File: src/rtl/led_pattern_sequencer_if.sv
// Handshake bundle between the tick/button sources and the LED sequencer.
// master drives the strobes and switches; slave owns the LED and mode outputs.
interface led_pattern_sequencer_if #(
  parameter int NB_LEDS = 4
);
  logic               i_tick;
  logic               i_enable;
  logic               i_dir;
  logic               i_btn;
  logic [NB_LEDS-1:0] o_leds;
  logic [1:0]         o_mode;

  modport master (
    output i_tick,
    output i_enable,
    output i_dir,
    output i_btn,
    input  o_leds,
    input  o_mode
  );

  modport slave (
    input  i_tick,
    input  i_enable,
    input  i_dir,
    input  i_btn,
    output o_leds,
    output o_mode
  );
endinterface

File: src/rtl/led_pattern_sequencer.sv
// LED mode controller: rotate / flash / ping-pong on each period strobe.
// A synchronized push-button cycles the mode and reloads the pattern.
module led_pattern_sequencer #(
  parameter int NB_LEDS = 4
) (
  input  logic                  clk,
  input  logic                  rst,
  led_pattern_sequencer_if.slave bus
);

  localparam logic [1:0] MODE_SHIFT = 2'b00;
  localparam logic [1:0] MODE_FLASH = 2'b01;
  localparam logic [1:0] MODE_PONG  = 2'b10;
  localparam logic [1:0] MODE_BAD   = 2'b11;

  localparam logic [NB_LEDS-1:0] LED_HOME = NB_LEDS'(1);
  localparam logic [NB_LEDS-1:0] LED_OFF  = '0;

  logic sync1_q;
  logic sync2_q;
  logic sync2_dly_q;
  logic btn_edge;

  logic [1:0]         mode_q;
  logic [1:0]         mode_d;
  logic [1:0]         mode_next;
  logic [NB_LEDS-1:0] leds_q;
  logic [NB_LEDS-1:0] leds_d;
  logic               up_q;
  logic               up_d;

  logic               mode_bad;
  logic               advance;
  logic               onehot;
  logic [NB_LEDS-1:0] rot_up;
  logic [NB_LEDS-1:0] rot_dn;
  logic [NB_LEDS-1:0] pong_leds;
  logic               pong_up;
  logic [NB_LEDS-1:0] reload_leds;

  // Two-flop synchronizer plus delayed copy for rising-edge detection
  always_ff @(posedge clk or posedge rst) begin
    if (rst) begin
      sync1_q     <= 1'b0;
      sync2_q     <= 1'b0;
      sync2_dly_q <= 1'b0;
    end else begin
      sync1_q     <= bus.i_btn;
      sync2_q     <= sync1_q;
      sync2_dly_q <= sync2_q;
    end
  end

  assign btn_edge = sync2_q & ~sync2_dly_q;
  assign mode_bad = (mode_q == MODE_BAD);
  assign advance  = bus.i_tick & bus.i_enable;

  assign onehot = (leds_q != '0) &&
                  ((leds_q & (leds_q - LED_HOME)) == '0);

  assign rot_up = {leds_q[NB_LEDS-2:0], leds_q[NB_LEDS-1]};
  assign rot_dn = {leds_q[0], leds_q[NB_LEDS-1:1]};

  always_comb begin
    mode_next = MODE_SHIFT;
    unique case (mode_q)
      MODE_SHIFT: mode_next = MODE_FLASH;
      MODE_FLASH: mode_next = MODE_PONG;
      default:    mode_next = MODE_SHIFT;
    endcase
  end

  assign reload_leds = (mode_next == MODE_FLASH) ? LED_OFF : LED_HOME;

  // Ping-pong bounces at the ends without dwelling there
  always_comb begin
    pong_leds = leds_q;
    pong_up   = up_q;
    if (up_q) begin
      if (leds_q[NB_LEDS-1]) begin
        pong_leds = leds_q >> 1;
        pong_up   = 1'b0;
      end else begin
        pong_leds = leds_q << 1;
      end
    end else begin
      if (leds_q[0]) begin
        pong_leds = leds_q << 1;
        pong_up   = 1'b1;
      end else begin
        pong_leds = leds_q >> 1;
      end
    end
  end

  always_comb begin
    mode_d = mode_q;
    leds_d = leds_q;
    up_d   = up_q;
    unique case (1'b1)
      mode_bad: begin
        mode_d = MODE_SHIFT;
        leds_d = LED_HOME;
        up_d   = 1'b1;
      end
      (btn_edge & ~mode_bad): begin
        mode_d = mode_next;
        leds_d = reload_leds;
        up_d   = 1'b1;
      end
      (advance & ~btn_edge & ~mode_bad): begin
        unique case (mode_q)
          MODE_SHIFT: begin
            if (!onehot) begin
              leds_d = LED_HOME;
            end else begin
              leds_d = bus.i_dir ? rot_dn : rot_up;
            end
          end
          MODE_FLASH: begin
            leds_d = ~leds_q;
          end
          MODE_PONG: begin
            if (!onehot) begin
              leds_d = LED_HOME;
              up_d   = 1'b1;
            end else begin
              leds_d = pong_leds;
              up_d   = pong_up;
            end
          end
          default: ;
        endcase
      end
      default: ;
    endcase
  end

  always_ff @(posedge clk or posedge rst) begin
    if (rst) begin
      mode_q <= MODE_SHIFT;
      leds_q <= LED_HOME;
      up_q   <= 1'b1;
    end else begin
      mode_q <= mode_d;
      leds_q <= leds_d;
      up_q   <= up_d;
    end
  end

  assign bus.o_leds = leds_q;
  assign bus.o_mode = mode_q;

endmodule

File: src/flat_wrapper.sv
// flat-port wrapper written by rule: the top's interface ports become plain ports
module led_pattern_sequencer_flat 
#(
  parameter int NB_LEDS = 4
)
  (clk, rst, bus_i_tick, bus_i_enable, bus_i_dir, bus_i_btn, bus_o_leds, bus_o_mode);
  led_pattern_sequencer_if #(.NB_LEDS(NB_LEDS)) bus_i ();
  input  logic clk;
  input  logic rst;
  input wire logic [$bits(bus_i.i_tick)-1:0] bus_i_tick;
  input wire logic [$bits(bus_i.i_enable)-1:0] bus_i_enable;
  input wire logic [$bits(bus_i.i_dir)-1:0] bus_i_dir;
  input wire logic [$bits(bus_i.i_btn)-1:0] bus_i_btn;
  output wire logic [$bits(bus_i.o_leds)-1:0] bus_o_leds;
  output wire logic [$bits(bus_i.o_mode)-1:0] bus_o_mode;
  assign bus_i.i_tick = bus_i_tick;
  assign bus_i.i_enable = bus_i_enable;
  assign bus_i.i_dir = bus_i_dir;
  assign bus_i.i_btn = bus_i_btn;
  assign bus_o_leds = bus_i.o_leds;
  assign bus_o_mode = bus_i.o_mode;
  led_pattern_sequencer #(.NB_LEDS(NB_LEDS)) u_core (.clk(clk), .rst(rst), .bus(bus_i));
endmodule
File: config.mk
export PLATFORM = sky130hd
export DESIGN_NAME = led_pattern_sequencer_flat
export DESIGN_NICKNAME = d
export VERILOG_FILES = /design/src/rtl/led_pattern_sequencer_if.sv /design/src/rtl/led_pattern_sequencer.sv /design/src/flat_wrapper.sv
export SDC_FILE = /design/constraint.sdc
export NUM_CORES = 1
export LEC_CHECK = 0
export CAP_MARGIN = 20
export CORE_AREA = 4 4 49 51
export DETAILED_ROUTE_END_ITERATION = 10
export DIE_AREA = 0 0 53 55
export GPL_ROUTABILITY_DRIVEN = 0
export PLACE_DENSITY = 0.66
export SLEW_MARGIN = 5
export SYNTH_ARGS = -nofsm -noshare
export SYNTH_HDL_FRONTEND = slang
export SYNTH_SLANG_ARGS = --single-unit
File: constraint.sdc
create_clock -name clk -period 2.25 [get_ports clk]
set_clock_uncertainty 0.15 [all_clocks]
set_input_delay 0.5625 -clock clk [delete_from_list [all_inputs] [get_ports clk]]
set_output_delay 0.5625 -clock clk [all_outputs]
set_load 0.01 [all_outputs]
==> results of run 1 <==
[cells in the final DEF, fill, tap and decap left out, types with 5 or more instances in the layout]
cell type        netlist  layout
buf_4                  1       7
clkdlybuf4s50_1        0      11
nor3b_1                6       6
ha_1                   5       5
dfrtp_1                8       8
nand2_1                5       5
nand3_1                8       8
nor2_1                10      10
a21oi_1               11      11
inv_1                  5       5
[cell type report]
class / instances / area [sq um]
fill: 198 / 988
multi-input combinational: 70 / 459
sequential: 10 / 253
timing repair buffer: 18 / 163
tap: 27 / 33.8
clock buffer: 4 / 26.3
inverter: 5 / 18.8
[metal layers]
| metal | vias up | wire length [um] |
|---|---|---|
| li1 | 359 | - |
| met1 | 345 | 737 |
| met2 | 27 | 801 |
| met3 | 6 | 68 |
| met4 | 0 | 46 |
| met5 | - | 0 |
[final timing paths]
path                            depth (start not counted)  slack (ps)                               end                             start
worst max-delay path                                    1          80                     bus_o_leds[0]  u_core.bus.o_leds[0]$_DFFE_PP1P_
worst min-delay path                                    0         210          u_core.sync2_q$_DFF_PP0_          u_core.sync1_q$_DFF_PP0_
worst max register to register                          6         220  u_core.bus.o_leds[0]$_DFFE_PP1P_  u_core.bus.o_mode[0]$_DFFE_PP0P_
worst min register to register                          0         210          u_core.sync2_q$_DFF_PP0_          u_core.sync1_q$_DFF_PP0_
max in group asynchronous                               2        1240  u_core.bus.o_leds[0]$_DFFE_PP1P_                               rst
min in group asynchronous                               2         410          u_core.sync1_q$_DFF_PP0_                               rst
[cells by family (layout without fill, tap and decap cells)]
family | count (synthesis) | after routing | synth area share [%]
DFF | 10 | 10 | 32.9
buffers and inverters | 11 | 27 | 7.33
and+or+nand+nor | 39 | 39 | 28.8
xor gates and xnor gates | 1 | 1 | 1.14
muxes | 2 | 2 | 2.61
adders and majority gates | 5 | 5 | 8.14
AOI/OAI and AO/OA | 23 | 23 | 19.1
[power by group through the flow]
stage	clock [mW]	combinational (mW)	sequential, mW
2_1_floorplan	0	0.417	0.274
3_5_place_dp	0	0.600	0.290
6_report	0.122	0.601	0.287
4_1_cts	0.130	0.601	0.288
5_1_grt	0.138	0.672	0.296
3_3_place_gp	0	0.598	0.287
[flip-flops by register name, summed over array words and instances (netlist names)]
register	cells
u_core.bus.o_leds	4
u_core.bus.o_mode	2
u_core.sync1_q	1
u_core.sync2_dly_q	1
u_core.sync2_q	1
u_core.up_q	1
==> flow_summary.json, run 1 <==
{
  "fmaxAchievable_mhz": 461,
  "finalNonFillerCells": 134,
  "drtPass1Iterations": 4,
  "cts.repair.resized": 0,
  "die_w_um": 53,
  "period_share_pct": 96.4,
  "ctsHoldBuffers": 0,
  "period_needed_ps": 2170,
  "p_leak_nw": 0.397,
  "netlist-cell-type-count": 30,
  "path_buf_inv": 1,
  "synthArstFlopShare_pct": 100,
  "io_buffers": 11,
  "synth_ff_type": "dfrtp_1",
  "clk_latency_ps": 260,
  "final_area_sq_um": 953,
  "drc_errors": 0,
  "postRouteAntennaNets": 0,
  "cts.sinks": 10,
  "yosysMostFrequentCell": "a21oi_1",
  "combPwrFrac_pct": 59.5,
  "routed_wl_mm": 1.65,
  "power_switching_mw": 0.444,
  "hpwl_mm": 1.29,
  "synth_top_cell_area_share_pct": 26.1,
  "crit_chain": "clkdlybuf4s50_1",
  "setup_ws_ps": 81.6,
  "htree_levels": 1,
  "core_sq_um": 1940,
  "start_kind": "flip-flop",
  "clockRootBuffer": "clkbuf_4",
  "relSlewSlack_pct": 76.8,
  "p_seq_share_pct": 28.4,
  "postSynthCellCount": 91,
  "cts_buffer_depth": 2,
  "grt_max_degree": 14,
  "pwr_density_cell_nw_per_um2": 1060,
  "grt_pass1_wl_mm": 2.77,
  "p_int_mw": 0.566,
  "die_y_um": 55,
  "antenna_found_initial": 0,
  "tritoncts": "built",
  "worstMarginPinSlew_ps": 347,
  "die_area_sq_um": 2920,
  "drv_slew": 0,
  "power_frac_clock_pct": 12.1,
  "critPathKind": "flip-flop to output port",
  "fin_util_pct": 49.1,
  "hold_class": "flip-flop to flip-flop",
  "placed_cell_area_sq_um": 927,
  "grt_pass1_vias": 664,
  "met1_usage_pct": 15.5,
  "start_util_pct": 39.6,
  "max_cap_viol_count": 0,
  "pre_cts_ws_ps": -24.3,
  "top_usage_layer": "met2",
  "critical_path_required_ps": 1540,
  "fin_setup_tns_ps": 0,
  "synth_common_cells": "11 x a21oi_1, 10 x nor2_1, 8 x dfrtp_1, 8 x nand3_1, 6 x nor3b_1",
  "vias": 737,
  "cp_max_fo": 10,
  "p_sw_share_pct": 44.0,
  "status": "finished clean",
  "synth_area_per_cell_sq_um": 8.44,
  "area_growth_pct": 24.1,
  "drtIter0Drc": 22,
  "cp.arrival_ps": 1460,
  "setup_viol": 0,
  "cts_buffers": 3,
  "hold_viol": 0,
  "ys_ff_latch": 10,
  "nets": 119,
  "cts_setup_buffers": 0,
  "use_met3_pct": 4.02,
  "ys_warn_count": 0,
  "ios": 12,
  "hold_ws_ps": 209,
  "rsz0062_at_grt": "no",
  "cp_top_family": "flip-flops",
  "power_mw": 1.01,
  "drive_gt1_share_pct": 14.0,
  "endpoint_kind": "output port",
  "synth_area_leaders": "dfrtp_1 26%, ha_1 8.1%, a21oi_1 7.2%",
  "synth_edf_count": 0,
  "max-vdd-ir-drop_mv": 0.515,
  "grt_use_total_pct": 12.9,
  "dp_cells": 130,
  "cpPeakStageDelay_ps": 630,
  "rows": 16,
  "ys_seq_area_share_pct": 32.9,
  "path_clk_slew_ps": 60,
  "cp_slowest_cell": "dfstp_2",
  "grt_overflow": 0,
  "syn-num-nets": 102,
  "wire_per_inst_um": 12.3,
  "synth_area_sq_um": 768,
  "viasPerCell": 5.50,
  "grt_use_met2_pct": 21.3,
  "diodes": 0,
  "yosysTopAreaCell": "dfrtp_1"
}
Power figures use the tool's default switching activity.
==> run 2, diff against run 1 <==
--- a/config.mk
+++ b/config.mk
@@ -9,7 +9,7 @@
 export CORE_AREA = 4 4 49 51
 export DETAILED_ROUTE_END_ITERATION = 10
 export DIE_AREA = 0 0 53 55
-export GPL_ROUTABILITY_DRIVEN = 0
+export GPL_ROUTABILITY_DRIVEN = 1
 export PLACE_DENSITY = 0.66
 export SLEW_MARGIN = 5
 export SYNTH_ARGS = -nofsm -noshare
==> flow_summary.json, run 2 (same netlist as run 1, synthesis figures left out) <==
{
  "die_w_um": 53,
  "r2r_slack_ps": 220,
  "drtPass1Iterations": 4,
  "start_util_pct": 39.6,
  "io_buffers": 11,
  "ios": 12,
  "start_kind": "flip-flop",
  "path_buf_inv": 1,
  "rr_startpoint": "u_core.bus.o_mode[0]$_DFFE_PP0P_",
  "drtIter0Drc": 25,
  "critical_path_required_ps": 1540,
  "diodes": 0,
  "cp_slowest_cell": "dfstp_2",
  "hold_viol": 0,
  "area_growth_pct": 24.4,
  "htree_levels": 1,
  "vias": 719,
  "clockRootBuffer": "clkbuf_4",
  "cp.arrival_ps": 1460,
  "critPathKind": "flip-flop to output port",
  "tritoncts": "built",
  "period_needed_ps": 2170,
  "drv_slew": 0,
  "relSlewSlack_pct": 76.4,
  "grt_overflow": 0,
  "drc_errors": 0,
  "hpwl_mm": 1.28,
  "worstMarginPinSlew_ps": 354,
  "endpoint_kind": "output port",
  "grt_pass1_wl_mm": 2.83,
  "hold_class": "flip-flop to flip-flop",
  "nets": 118,
  "grt_max_degree": 14,
  "p_int_mw": 0.594,
  "crit_chain": "clkdlybuf4s50_1",
  "antenna_found_initial": 0,
  "clk_latency_ps": 260,
  "reg2reg_to": "u_core.bus.o_leds[0]$_DFFE_PP1P_",
  "setup_viol": 0,
  "max-vdd-ir-drop_mv": 0.570,
  "pre_cts_ws_ps": -63.7,
  "reg2reg_depth": 6,
  "cp_top_family": "flip-flops",
  "p_leak_nw": 0.398,
  "status": "finished clean",
  "cp.depth": 1,
  "period_share_pct": 96.6,
  "hold_ws_ps": 210,
  "ctsHoldBuffers": 0,
  "rows": 16,
  "p_sw_share_pct": 43.4,
  "postRouteAntennaNets": 0,
  "drive_gt1_share_pct": 14.2,
  "final_cell_mix": "11 x a21oi_1, 11 x clkdlybuf4s50_1, 10 x nor2_1",
  "power_switching_mw": 0.455,
  "rsz0062_at_grt": "no",
  "cts_buffer_depth": 2,
  "viasPerCell": 5.41,
  "die_area_sq_um": 2920,
  "grt_pass1_vias": 658,
  "max_cap_viol_count": 0,
  "core_sq_um": 1940,
  "crit_start": "u_core.bus.o_leds[0]$_DFFE_PP1P_",
  "pwr_density_cell_nw_per_um2": 1100,
  "worstSetupEndpoint": "bus_o_leds[0]",
  "wire_per_inst_um": 12.7,
  "die_y_um": 55,
  "cpPeakStageDelay_ps": 630,
  "cts_buffers": 3,
  "cts_setup_buffers": 0,
  "largest_reg_flops": 4,
  "cp_max_fo": 10,
  "p_seq_share_pct": 27.5,
  "combPwrFrac_pct": 57.7,
  "cts.sinks": 10,
  "setup_ws_ps": 76.1,
  "power_frac_clock_pct": 14.8,
  "routed_wl_mm": 1.69,
  "fmaxAchievable_mhz": 460,
  "path_clk_slew_ps": 60,
  "grt_use_total_pct": 13.2,
  "cts.repair.resized": 0,
  "gp_congestion": 0.875
}
[run 2: cell type report]
type	count	area, sq um
repair buffers	17	155
inverters	5	18.8
flip-flops and latches	10	253
fillers	193	986
well taps	27	33.8
multi-input cells	70	459
clock buffers	4	36.3
[run 2: power by group through the flow]
stage / clock network (mW) / logic (mW) / registers (mW)
final: 0.156 / 0.605 / 0.288
after global routing: 0.173 / 0.689 / 0.295
after global placement: 0 / 0.605 / 0.288
after floorplan: 0 / 0.417 / 0.274
after CTS: 0.161 / 0.601 / 0.288
after detailed placement: 0 / 0.599 / 0.291
[run 2: metrics by stage]
stage | power, mW | cell area, sq um | TNS [ps] | util [%] | std cells
floorplan | 0.692 | 768 | 0 | - | 91
global placement | 0.893 | 920 | 0 | 47.4 | 129
detailed placement | 0.890 | 920 | -72.8 | 47.4 | 129
CTS | 1.05 | 956 | 0 | 49.2 | 133
global route | 1.16 | 956 | 0 | 49.2 | 133
finish | 1.05 | 956 | 0 | 49.2 | 133
[run 2: per-layer routing]
layer / global-route usage (%) / routed length, um
met5: 0 / 0
met4: 2.13 / 0
met3: 4.29 / 84
met2: 21.3 / 811
met1: 17.4 / 794
[run 2: worst min path at each step]
| stage | startpoint | end | cells after the start |
|---|---|---|---|
| after floorplan | u_core.sync1_q$_DFF_PP0_ | u_core.sync2_q$_DFF_PP0_ | 0 |
| after global placement | u_core.sync1_q$_DFF_PP0_ | u_core.sync2_q$_DFF_PP0_ | 0 |
| after detailed placement | u_core.sync1_q$_DFF_PP0_ | u_core.sync2_q$_DFF_PP0_ | 0 |
| after CTS | u_core.sync1_q$_DFF_PP0_ | u_core.sync2_q$_DFF_PP0_ | 0 |
| after global routing | u_core.sync1_q$_DFF_PP0_ | u_core.sync2_q$_DFF_PP0_ | 0 |
| final | u_core.sync1_q$_DFF_PP0_ | u_core.sync2_q$_DFF_PP0_ | 0 |
==> run 3, diff against run 2 <==
--- a/config.mk
+++ b/config.mk
@@ -6,11 +6,11 @@
 export NUM_CORES = 1
 export LEC_CHECK = 0
 export CAP_MARGIN = 20
-export CORE_AREA = 4 4 49 51
+export CORE_AREA = 4 4 45 47
 export DETAILED_ROUTE_END_ITERATION = 10
-export DIE_AREA = 0 0 53 55
+export DIE_AREA = 0 0 49 51
 export GPL_ROUTABILITY_DRIVEN = 1
-export PLACE_DENSITY = 0.66
+export PLACE_DENSITY = 0.76
 export SLEW_MARGIN = 5
 export SYNTH_ARGS = -nofsm -noshare
 export SYNTH_HDL_FRONTEND = slang
==> constraint.sdc (replaced) <==
create_clock -name clk -period 2.2 [get_ports clk]
set_clock_uncertainty 0.15 [all_clocks]
set_input_delay 0.55 -clock clk [delete_from_list [all_inputs] [get_ports clk]]
set_output_delay 0.55 -clock clk [all_outputs]
set_load 0.01 [all_outputs]
==> flow_summary.json, run 3 (same netlist as run 1, synthesis figures left out) <==
{
  "power_frac_clock_pct": 14.6,
  "hold_class": "flip-flop to flip-flop",
  "vias": 736,
  "cp_slowest_cell": "clkdlybuf4s50_1",
  "cp_max_fo": 10,
  "power_switching_mw": 0.479,
  "cpPeakStageDelay_ps": 600,
  "hold_viol": 0,
  "ios": 12,
  "rsz0062_at_grt": "no",
  "drv_slew": 0,
  "power_mw": 1.10,
  "drtPass1Iterations": 4,
  "fmaxAchievable_mhz": 475,
  "grt_pass1_vias": 662,
  "cp.arrival_ps": 1400,
  "whs_path_depth": 0,
  "die_y_um": 51,
  "status": "finished clean",
  "viasPerCell": 5.89,
  "clockRootBuffer": "clkbuf_4",
  "hpwl_mm": 1.28,
  "core_sq_um": 1650,
  "reg2reg_to": "u_core.bus.o_leds[0]$_DFFE_PP1P_",
  "holdPathEnd": "u_core.sync2_q$_DFF_PP0_",
  "drc_errors": 0,
  "cts_buffers": 3,
  "path_buf_inv": 1,
  "relSlewSlack_pct": 76.4,
  "grt_pass1_wl_mm": 2.88,
  "period_share_pct": 95.6,
  "endpoint_kind": "output port",
  "rows": 15,
  "p_sw_share_pct": 43.6,
  "postRouteAntennaNets": 0,
  "rr_startpoint": "u_core.bus.o_mode[0]$_DFFE_PP0P_",
  "drtIter0Drc": 14,
  "r2r_slack_ps": 150,
  "ctsHoldBuffers": 0,
  "critical_path_required_ps": 1500,
  "cts_buffer_depth": 2,
  "grt_max_degree": 13,
  "drive_gt1_share_pct": 15.7,
  "htree_levels": 1,
  "setup_viol": 0,
  "pwr_density_cell_nw_per_um2": 1150,
  "path_clk_slew_ps": 60,
  "setup_ws_ps": 96.3,
  "pre_cts_ws_ps": -100,
  "antenna_found_initial": 0,
  "p_leak_nw": 0.407,
  "die_w_um": 49,
  "cts.sinks": 10,
  "tritoncts": "built",
  "die_area_sq_um": 2500,
  "fillers": 154,
  "worstHoldStart": "u_core.sync1_q$_DFF_PP0_",
  "start_kind": "flip-flop",
  "max-vdd-ir-drop_mv": 0.688,
  "p_seq_share_pct": 24.8,
  "diodes": 0,
  "crit_chain": "clkdlybuf4s50_1",
  "worstMarginPinSlew_ps": 354,
  "critPathKind": "flip-flop to output port",
  "gp_congestion": 0.909,
  "grt_use_total_pct": 14.6,
  "period_needed_ps": 2100,
  "io_buffers": 11,
  "grt_overflow": 0,
  "start_util_pct": 46.5,
  "clk_latency_ps": 260,
  "final_cell_mix": "11 x a21oi_1, 11 x clkdlybuf4s50_1, 10 x nor2_1",
  "nets": 120,
  "area_growth_pct": 24.8,
  "reg2reg_depth": 6,
  "p_int_mw": 0.621,
  "wire_per_inst_um": 14.2,
  "largest_reg_flops": 4,
  "combPwrFrac_pct": 60.6,
  "cp_top_family": "buffers and inverters",
  "max_cap_viol_count": 0,
  "routed_wl_mm": 1.77
}
## run 3: cell count changes in the layout (fill, tap and decap cells not counted)
cell and delta:
buf_4 +2
## run 3: repair_timing
| action | 4_1_cts | 5_1_grt |
|---|---|---|
| endpoints found under the setup margin | 0 | 1 |
| gates resized for setup | 0 | 0 |
| buffers inserted | 0 | 1 |
## run 3: stage by stage
step	TNS (ps)	cell area, sq um	hold WS [ps]	cells	util, %
after global routing	0	958	209	125	58.0
after floorplan	0	768	181	91	-
final	0	958	197	125	58.0
after global placement	-79.4	915	182	120	55.4
after CTS	0	951	199	124	57.6
after detailed placement	-101	915	191	120	55.4
## run 3: worst max-delay path by stage
stage	endpoint	slack (ps)	startpoint	cells past startpoint
after floorplan	u_core.bus.o_leds[0]$_DFFE_PP1P_	230	u_core.bus.o_mode[0]$_DFFE_PP0P_	6
after global placement	u_core.bus.o_leds[0]$_DFFE_PP1P_	-80	bus_i_tick	5
after detailed placement	u_core.bus.o_leds[0]$_DFFE_PP1P_	-100	bus_i_dir	6
after CTS	bus_o_leds[0]	20	u_core.bus.o_leds[0]$_DFFE_PP1P_	1
after global routing	u_core.bus.o_leds[0]$_DFFE_PP1P_	30	u_core.bus.o_mode[0]$_DFFE_PP0P_	6
final	bus_o_leds[1]	100	u_core.bus.o_leds[1]$_DFFE_PP0P_	1
## run 3: power groups by stage
stage          Sequential, mW  Clock (mW)  Combinational (mW)
2_1_floorplan           0.281           0               0.427
3_3_place_gp            0.295           0               0.608
3_5_place_dp            0.296           0               0.619
4_1_cts                 0.295       0.166               0.626
5_1_grt                 0.276       0.178               0.733
6_report                0.272       0.161               0.666
## run 3: area by class of cell
| class | instances | area (sq um) | share of cell area (%) |
|---|---|---|---|
| clock buffer | 4 | 36.3 | 3.79 |
| tap | 17 | 21.3 | 2.22 |
| sequential | 10 | 253 | 26.4 |
| multi-input combinational | 70 | 459 | 47.9 |
| inverter | 5 | 18.8 | 1.96 |
| timing repair buffer | 19 | 170 | 17.8 |
## run 3: metal layers
metal  part of all wire [%]  vias to the layer above  GRT usage [%]
li1                       -                      364              -
met1                     46                      350           17.6
met2                     49                       19           24.6
met3                    5.0                        3           4.66
met4                   0.62                        0           4.93
met5                      0                        -              0
